File: src/rtl/rx_control_module_pkg.sv
// Shared UART definitions: controller state encoding and default bit timing.
// Used by the RX controller and intended for reuse by the TX controller.
package rx_control_module_pkg;

    typedef enum logic [1:0] {
        IDLE  = 2'd0,
        START = 2'd1,
        DATA  = 2'd2,
        STOP  = 2'd3
    } uart_state_t;

    // 50 MHz clock, 115200 baud.
    localparam int DEFAULT_BAUD_DIV = 434;

endpackage : rx_control_module_pkg

File: src/rtl/rx_control_module_baud.sv
// Bit-period counter for the RX controller: counts 0..BAUD_DIV-1 while enabled
// and flags the mid-bit sample point and the last cycle of each bit period.
module rx_baud_counter #(
    parameter int BAUD_DIV = 434
) (
    input  logic clk,
    input  logic rst_n,
    input  logic clear,
    input  logic enable,
    output logic mid_tick,
    output logic end_tick
);

    localparam int CNT_W = $clog2(BAUD_DIV);
    localparam logic [CNT_W-1:0] MID_CNT = CNT_W'(BAUD_DIV / 2);
    localparam logic [CNT_W-1:0] END_CNT = CNT_W'(BAUD_DIV - 1);

    logic [CNT_W-1:0] cnt;

    // NOTE: sequential state uses non-blocking assignments so every flop samples pre-edge values.
    always_ff @(posedge clk or negedge rst_n) begin
        if (!rst_n) begin
            cnt <= '0;
        end else if (clear) begin
            cnt <= '0;
        end else if (enable) begin
            cnt <= (cnt == END_CNT) ? '0 : cnt + 1'b1;
        end
    end

    assign mid_tick = enable && (cnt == MID_CNT);
    assign end_tick = enable && (cnt == END_CNT);

endmodule : rx_baud_counter

File: src/rtl/rx_control_module.sv
// UART receive controller: frames start/8 data/stop from an already synchronised
// line, presenting each good byte with a one-cycle rx_done or a frame_err pulse.
module rx_control_module
    import rx_control_module_pkg::*;
#(
    parameter int BAUD_DIV = DEFAULT_BAUD_DIV
) (
    input  logic       clk,
    input  logic       rst_n,
    input  logic       rx_pin_in,
    input  logic       h2l_sig,
    input  logic       rx_en,
    output logic [7:0] rx_data,
    output logic       rx_done,
    output logic       frame_err,
    output logic       busy
);

    uart_state_t state, next_state;
    logic [2:0]  bit_idx;
    logic [7:0]  shift_reg;
    logic        mid_tick, end_tick;
    logic        baud_clear, baud_enable;

    // Counter sits at 0 through IDLE, so the first START cycle is count 0.
    assign baud_clear  = (next_state == IDLE);
    assign baud_enable = (state != IDLE);

    rx_baud_counter #(
        .BAUD_DIV(BAUD_DIV)
    ) u_baud (
        .clk     (clk),
        .rst_n   (rst_n),
        .clear   (baud_clear),
        .enable  (baud_enable),
        .mid_tick(mid_tick),
        .end_tick(end_tick)
    );

    always_ff @(posedge clk or negedge rst_n) begin
        if (!rst_n) begin
            state <= IDLE;
        end else begin
            state <= next_state;
        end
    end

    // NOTE: next_state gets its default first so no path through the case infers a latch.
    always_comb begin
        next_state = state;
        case (state)
            IDLE: begin
                if (h2l_sig && rx_en) next_state = START;
            end
            START: begin
                if (mid_tick && rx_pin_in) next_state = IDLE;
                else if (end_tick)         next_state = DATA;
            end
            DATA: begin
                if (end_tick && (bit_idx == 3'd7)) next_state = STOP;
            end
            STOP: begin
                if (mid_tick) next_state = IDLE;
            end
            default: next_state = IDLE;
        endcase
    end

    // Datapath and registered output pulses.
    always_ff @(posedge clk or negedge rst_n) begin
        if (!rst_n) begin
            bit_idx   <= '0;
            shift_reg <= '0;
            rx_data   <= '0;
            rx_done   <= 1'b0;
            frame_err <= 1'b0;
        end else begin
            rx_done   <= 1'b0;
            frame_err <= 1'b0;
            case (state)
                START: begin
                    if (end_tick) bit_idx <= '0;
                end
                DATA: begin
                    if (mid_tick) shift_reg[bit_idx] <= rx_pin_in;
                    if (end_tick) bit_idx <= bit_idx + 1'b1;
                end
                STOP: begin
                    if (mid_tick) begin
                        if (rx_pin_in) begin
                            rx_data <= shift_reg;
                            rx_done <= 1'b1;
                        end else begin
                            frame_err <= 1'b1;
                        end
                    end
                end
                default: ;
            endcase
        end
    end

    assign busy = (state != IDLE);

endmodule : rx_control_module

File: config.mk
export PLATFORM = sky130hd
export DESIGN_NAME = rx_control_module
export DESIGN_NICKNAME = d
export VERILOG_FILES = /design/src/rtl/rx_control_module_pkg.sv /design/src/rtl/rx_control_module_baud.sv /design/src/rtl/rx_control_module.sv
export SDC_FILE = /design/constraint.sdc
export NUM_CORES = 1
export LEC_CHECK = 0
export ABC_AREA = 1
export CORE_ASPECT_RATIO = 0.7
export CORE_MARGIN = 4
export CORE_UTILIZATION = 32
export CTS_BUF_LIST = sky130_fd_sc_hd__clkbuf_8
export DETAILED_ROUTE_END_ITERATION = 8
export GPL_ROUTABILITY_DRIVEN = 1
export PLACE_DENSITY = 0.59
export RECOVER_POWER = 50
export REMOVE_ABC_BUFFERS = 1
export SLEW_MARGIN = 30
export SYNTH_ARGS = -nofsm -noshare
export SYNTH_HDL_FRONTEND = slang
export SYNTH_SLANG_ARGS = --single-unit
File: constraint.sdc
create_clock -name clk -period 2 [get_ports clk]
set_input_delay 0.4 -clock clk [delete_from_list [all_inputs] [get_ports clk]]
set_output_delay 0.4 -clock clk [all_outputs]
set_load 0.005 [all_outputs]
==> metrics <==
routed wire length=3150 µm; crit path kind=flip-flop to output port; H-tree Lvls=2; DIE WIDTH=about 94 µm; synthesized instance count=207; first-pass GRT wire length=5480 µm; Total GRT Usage=a little under an eighth; Clk Latency, worst-skew pair=0.28 ns; mux cell area share after synthesis=0%; Worst path max stage delay=0.47 ns; clock buffer depth=2; CP Data Arrival Time=1.50 ns; Startpoint Class=flip-flop; status=completed; vias in the first global route=1191; met3 routed WL=114 µm; drt pass-1 iters=4; Mean Syn Cell Area=8.04 µm²; xor/xnor share of the synthesized area=1.05%; Synth area leader=dfrtp_1; Starting DRT DRC Count=a little over 70; simple logic cell fraction of the synthesized area=roughly 33%; min Tclk post-route=1.90 ns; layout net count=239; CP endpoint kind=output port; RSZ-0062 raised after global routing=false; f_max=528 MHz; top cells by area, synth=dfrtp_1, nand2_1, inv_1, nor3_1, o21a_1; Overall Power=between 1 and 1.5 mW; Multi-input gate area=748 µm²; WL per Instance=10.5 µm; Critical Path RT=1.60 ns; DR vias/cell=about 4.3; wire length on met1=approximately 1800 µm; Site Rows=21; DR DRC count=0; Pins Over Slew Limit=0; Min Hold Slack=0.488 ns; post-synth top area share=48.1%; main combinational cell family by area after synthesis=simple AND/OR/NAND/NOR gates; CP max-delay cell=clkdlybuf4s50_1; Sink Count=32; layout filler cell count=515; total gr overflow=0; Final Cycle Share=94.8%; CTS tree=done; flops & latches, synth=32; RD Place Congestion=0.854; met2 WL=1190 µm; worst path cell trace=nor2_4 -> inv_1 -> clkdlybuf4s50_1; PortBufs=15; highest metal used=met4; number of I/O pins=16; post-CTS setup buffers=0; Fin. Hold Viols=0; Leak=about 0.99 nW; register area share after synthesis=48.1%; Netlist cell types=23; Area Overhead vs Synth=20.2%; max reg flops=9; root buffer cell=clkbuf_8; Max Cap Viol=0; Die H=68.3 µm; clk slew on worst S/H paths=approximately 0.060 ns; worst-margin pin slew=roughly 0.8 ns; post-route setup TNS=0 ns; Initial Utilization=33.9%; Final HPWL DP=2310 µm; register area=801 µm²; most frequent cells in the layout=nand2_1, dfrtp_1, inv_1; share of layout cells above drive strength 1=10.0%; largest net degree at the start of global routing=33; HP Class=flip-flop to flip-flop; most common cell after layout, fill and taps aside=nand2_1; Yosys warning total=0; core area=4910 µm²; initial antenna violation count=0; Setup violations, final=0; Synth Area in Compound Gates=7.52%; clock skew=0.00802 ns; Slew headroom=46.8%; CP Max Fanout=4; vias=between 1000 and 1500; CTS buffer count=5; Mapped Area=about 1700 µm²; Cell Pwr Density=roughly 600 nW/µm²; DIE AREA=6440 µm²; n_diodes=0; adder-cell share of the synthesized area=3.01%; VDD IR max=~0.17 mV; ANT nets after route=0
-- final cells by class --
class                   instances  share of cell area (%)
clock buffers                   7                    4.82
repair buffers                 18                    8.51
well taps                      69                    4.32
flip-flops and latches         32                    40.1
multi-input cells             147                    37.4
inverters                      26                    4.88
-- cells in the mapped netlist --
cell type  instances
nor2_8             1
nor2_2             5
xnor2_1            1
ha_1               4
o21a_1             8
buf_2              1
nand3_1           10
nand2_2            5
buf_8              1
nand3_2            1
nor2_4             1
a21oi_1            2
inv_1             25
clkinv_1           1
xor2_1             1
nor2_1            15
o21ai_0           11
nor4_1             1
nand2_1           64
nor3_1            14
dfrtp_1           32
nand2_4            1
nor3b_1            2
-- critical path, delay by kind of cell, from the launching register on --
family / cells / cell delay, ns
buffers and inverters: 2 / 0.58
flip-flops: 1 / 0.44
AND/OR/NAND/NOR: 1 / 0.20
-- report_power, final --
part	switching, mW	internal [mW]
sequential	0	0.647
clock	0.218	0.306
combinational	0.0176	0.00856
-- routing by layer --
layer / track usage, % / vias to the layer above
met5: 0 / -
met4: 6.49 / 0
met3: 3.63 / 8
met2: 15.5 / 17
met1: 15.9 / 568
li1: - / 694
-- through the flow --
step                      util [%]  cell area, µm²  instances  worst slack, ns
after global placement        38.7            1900        292            0.283
after floorplan                  -            1640        205            0.526
after CTS                     40.7            2000        299          0.00834
after detailed placement      38.7            1900        292            0.271
after global routing          40.7            2000        299           0.0510
final                         40.7            2000        299            0.105
-- cell families (layout without fill, tap and decap cells) --
family,after synthesis,in the layout
simple gates,120,120
flops,32,32
buf+inv,28,51
compound gates,21,21
fa+ha+maj,4,4
xor+xnor,2,2
-- worst paths after layout --
kind	from	endpoint	slack, ns	cells past startpoint
max reg2reg	u_baud.cnt[1]$_DFFE_PN0P_	u_baud.cnt[6]$_DFFE_PN0P_	0.26	11
max	state[1]$_DFF_PN0_	busy	0.10	3
max in group asynchronous	rst_n	frame_err$_DFF_PN0_	0.77	2
min	rx_data[2]$_DFFE_PN0P_	rx_data[2]$_DFFE_PN0P_	0.49	1
min in group asynchronous	rst_n	bit_idx[0]$_DFFE_PN0P_	0.73	2
min reg2reg	rx_data[2]$_DFFE_PN0P_	rx_data[2]$_DFFE_PN0P_	0.49	1
-- repair_timing --
item | 4_1_cts | 5_1_grt
hold buffers | 0 | 0
setup endpoints to repair | 0 | 1
resized for setup | 0 | 1
Note: power is estimated with default switching activity, not from simulation.
